[src/rtl/tff_counter_bank.sv]
// Bank of WIDTH toggle flip-flops: per-bit T register, modulo up/down counter or parallel load.
// Registered wrap pulse plus a combinational terminal-count flag for cascading banks.
module tff_counter_bank #(
    parameter int unsigned     WIDTH     = 4,
    parameter longint unsigned MOD       = 64'd1 << WIDTH,
    parameter longint unsigned RESET_VAL = 0
) (
    input  logic             clk,
    input  logic             rst,
    input  logic             en,
    input  logic [1:0]       mode,
    input  logic [WIDTH-1:0] t,
    input  logic [WIDTH-1:0] d,
    output logic [WIDTH-1:0] q,
    output logic [WIDTH-1:0] qb,
    output logic             tc,
    output logic             wrap
);

    typedef enum logic [1:0] {
        ModeToggle = 2'b00,
        ModeUp     = 2'b01,
        ModeDown   = 2'b10,
        ModeLoad   = 2'b11
    } mode_e;

    // One extra bit so MOD = 2**WIDTH does not overflow the terminal value.
    localparam logic [WIDTH:0]   MaxCnt = (WIDTH + 1)'(MOD - 64'd1);
    localparam logic [WIDTH-1:0] RstVal = WIDTH'(RESET_VAL);

    logic [WIDTH-1:0] q_q, q_d;
    logic             wrap_q, wrap_d;
    logic [WIDTH:0]   q_ext;
    logic             at_top, at_zero, over_top;

    assign q_ext    = {1'b0, q_q};
    assign at_top   = (q_ext >= MaxCnt);
    assign over_top = (q_ext > MaxCnt);
    assign at_zero  = (q_q == '0);

    always_comb begin
        q_d    = q_q;
        wrap_d = 1'b0;
        if (en) begin
            unique case (mode)
                ModeToggle: q_d = q_q ^ t;
                ModeUp: begin
                    if (at_top) begin
                        q_d    = '0;
                        wrap_d = 1'b1;
                    end else begin
                        q_d = q_q + 1'b1;
                    end
                end
                ModeDown: begin
                    if (at_zero) begin
                        q_d    = MaxCnt[WIDTH-1:0];
                        wrap_d = 1'b1;
                    end else if (over_top) begin
                        // Out-of-range value is clamped into range without a wrap.
                        q_d = MaxCnt[WIDTH-1:0];
                    end else begin
                        q_d = q_q - 1'b1;
                    end
                end
                ModeLoad: q_d = d;
                default:  q_d = q_q;
            endcase
        end
    end

    always_ff @(posedge clk or negedge rst) begin
        if (!rst) begin
            q_q    <= RstVal;
            wrap_q <= 1'b0;
        end else begin
            q_q    <= q_d;
            wrap_q <= wrap_d;
        end
    end

    assign q    = q_q;
    assign qb   = ~q_q;
    assign wrap = wrap_q;
    assign tc   = en & (((mode == ModeUp) & at_top) | ((mode == ModeDown) & at_zero));

endmodule

[config.mk]
export PLATFORM = sky130hd
export DESIGN_NAME = tff_counter_bank
export DESIGN_NICKNAME = d
export VERILOG_FILES = /design/src/rtl/tff_counter_bank.sv
export SDC_FILE = /design/constraint.sdc
export NUM_CORES = 1
export LEC_CHECK = 0
export CAP_MARGIN = 10
export CORE_AREA = 2 2 39 41
export DETAILED_ROUTE_END_ITERATION = 10
export DIE_AREA = 0 0 41 43
export GPL_TIMING_DRIVEN = 0
export PLACE_DENSITY = 0.71
export RECOVER_POWER = 50
export SYNTH_ARGS = -nofsm -noshare
export SYNTH_HDL_FRONTEND = slang
export SYNTH_SLANG_ARGS = --single-unit
export TNS_END_PERCENT = 30
[constraint.sdc]
create_clock -name clk -period 1.7 [get_ports clk]
set_input_delay 0.17 -clock clk [delete_from_list [all_inputs] [get_ports clk]]
set_output_delay 0.17 -clock clk [all_outputs]
set_load 0.01 [all_outputs]
==> flow_summary.yaml <==
critical_path:
  reg2reg_depth: 7
  reg2reg_setup_slack_ps: 160
  worst_ep_required_time_ps: 1530
  start_kind: "register"
  r2r_start: "q[1]"
  critical_path_class: "reg -> out"
  end_kind: "output port"
  r2r_end: "q[2]"
  cp_max_fo: 5
  cp.arrival_ps: 1450
die:
  pin_count: 23
  fp.dieW_um: 41
  core_area_mm2: 0.00138
  start_util_pct: 35.3
  die-area_mm2: 0.00176
  rows: 14
  die-height_um: 43
logic_synthesis:
  synth_top_family_by_area: "compound AO/OA/AOI/OAI gates"
  synth.distinct_cells: 26
  synth_simple_gate_area_share_pct: 14.1
  async_reset_ff_share_pct: 100
  synthTopCellsByArea: "dfrtp_1 26%, ha_1 15%, o21ai_0 6.2%"
  synth_top_area_cell: "dfrtp_1"
  syn_inst: 59
  synth-xor-area-share_pct: 0
  synth-adder-area-share_pct: 15.4
  yosysWarnings: 0
  yosys_register_bits: 5
  synth_top_area_share_pct: 25.6
  synthFlopType: "dfrtp_1"
  yosysSeqAreaShare_pct: 25.6
  syn_nets: 78
  synth_edf_count: 0
  synth_compound_area_share_pct: 34.9
  synth.cell_area_um2: 488
  synth.mux.area_fraction_pct: 2.05
  syn_area_per_cell_um2: 8.27
clock_tree:
  clkLatencyLatePin_ps: 240
  cts_root_buffer: "clkbuf_4"
  cts.sinks: 5
  path_clk_slew_ps: 50
  cts_buffers: 3
  tritoncts: "built"
  cts_buffer_depth: 2
  ctsHtreeMaxLevel: 1
sta:
  slew_violations: 0
  grt_setup_unrepaired: "false"
  setup_viol: 0
  hold_violations: 0
  fin_skew_ps: 8.81
  max_freq_ghz: 0.616
  fin_setup_tns_ps: 0
  timing.final.ws_setup_ps: 77.0
  relSlewSlack_pct: 82.6
  period_minus_slack_ps: 1620
  fin_crit_sh_pct: 95.5
  timing.hold.ws_ps: 221
  tightest_slew_ps: 258
cells_and_area:
  layout_commonest_cell: "clkdlybuf4s50_1"
  final_cell_mix: "17 x clkdlybuf4s50_1, 6 x o21ai_0, 6 x buf_4, 5 x inv_1, 5 x a21oi_1"
  insertedDiodeCount: 0
  drive_above_1_share_pct: 26.4
  area_growth_pct: 72.6
  num-nets-final: 111
detailed_routing:
  first_iter_violations: 14
  wire_per_inst_um: 14.3
  ant_nets: 0
  drt_first_pass_iters: 4
  via_per_inst: 5.47
  route.detailed.drc: 0
  drt_wl_total_um: 1530
  num_vias: 585
power_and_ir_drop:
  pwr_density_cell_mw_per_mm2: 981
  p_leak_nw: 0.364
  peakVddDrop_mv: 0.520
run_status:
  status: "complete, no violations"
global_route:
  grt_use_met2_pct: 30.0
  grt_use_met3_pct: 7.85
  grt_pass1_wl_um: 2330
  overflow: 0
  grtUsageMet1_pct: 24.8
  grt_max_degree: 11
  antenna_found_initial: 0
  top_usage_layer: "met2"
  first_global_vias: 521
  grtUsageTotal_pct: 18.9
placed_design:
  place_hpwl_um: 1010
  dp_slack_ps: -426
  place.gp.congestion: 0.793
  io_buffers: 22
job:
  cap_violations: 0
hold_path:
  hold_path_class: "in -> async"
[metal layers]
layer,up-vias,part of all wire [%]
met3,4,4.0
li1,288,-
met4,0,2.3
met1,275,41
met2,18,52
met5,-,0
[Yosys cell counts (2+ instances only)]
master / instances
a21oi_1: 5
ha_1: 6
dfrtp_1: 5
nor2_1: 2
nand4_1: 4
inv_1: 8
o21ai_0: 6
a31oi_1: 2
nand2_1: 4
[worst max path at each step]
| stage | startpoint | endpoint | cells past startpoint |
|---|---|---|---|
| 2_1_floorplan | q[0] | q[2] | 6 |
| 3_3_place_gp | mode[0] | tc | 6 |
| 3_5_place_dp | mode[0] | tc | 6 |
| 4_1_cts | mode[1] | tc | 6 |
| 5_1_grt | q[0] | tc | 5 |
| 6_report | q[0] | tc | 5 |
[repair_timing]
action / CTS / global route
hold buffers: 0 / 0
pin swaps: 2 / 1
resized for setup: 11 / 7
endpoints found under the setup margin: 1 / 1
setup buffers: 5 / 1
[cell type report]
class / count / area, um^2
clock buffers: 4 / 26.3
plain buffers: 1 / 5.00
well taps: 16 / 20.0
repair buffers: 28 / 272
inverters: 9 / 33.8
flip-flops and latches: 5 / 128
multi-input cells: 44 / 358
fillers: 112 / 542
[registers in the layout, summed over array words and instances (netlist names)]
register / cells
wrap: 1
q: 4
[logic make-up after synthesis]
group                    Yosys count
flip-flops                         5
adder cells (fa/ha/maj)            6
buffers and inverters             10
AND/OR/NAND/NOR                   13
multiplexers                       1
AO/OA/AOI/OAI                     24
[report_power, final]
part	internal [mW]	leakage, nW	switching [mW]	total (mW)
Sequential	0.152	0.0585	0.0553	0.208
Combinational	0.263	0.290	0.214	0.477
Clock	0.0890	0.0150	0.0526	0.142
Total	0.504	0.364	0.322	0.826
[critical path, cell delays in order, from the launching register on]
cell and delay [ps]:
dfrtp_2 390, buf_4 140, ha_4 150, nand4_1 120, a21boi_2 170, clkdlybuf4s15_2 240
[stage by stage]
stage / power, mW / util, % / cells / instance area (um^2)
floorplan: 0.399 / - / 59 / 488
global route: 0.886 / 60.8 / 107 / 842
detailed placement: 0.597 / 52.6 / 97 / 728
global placement: 0.594 / 52.6 / 97 / 728
finish: 0.826 / 60.8 / 107 / 842
CTS: 0.794 / 58.8 / 106 / 813
No activity file was read; power rests on OpenSTA's default activity.
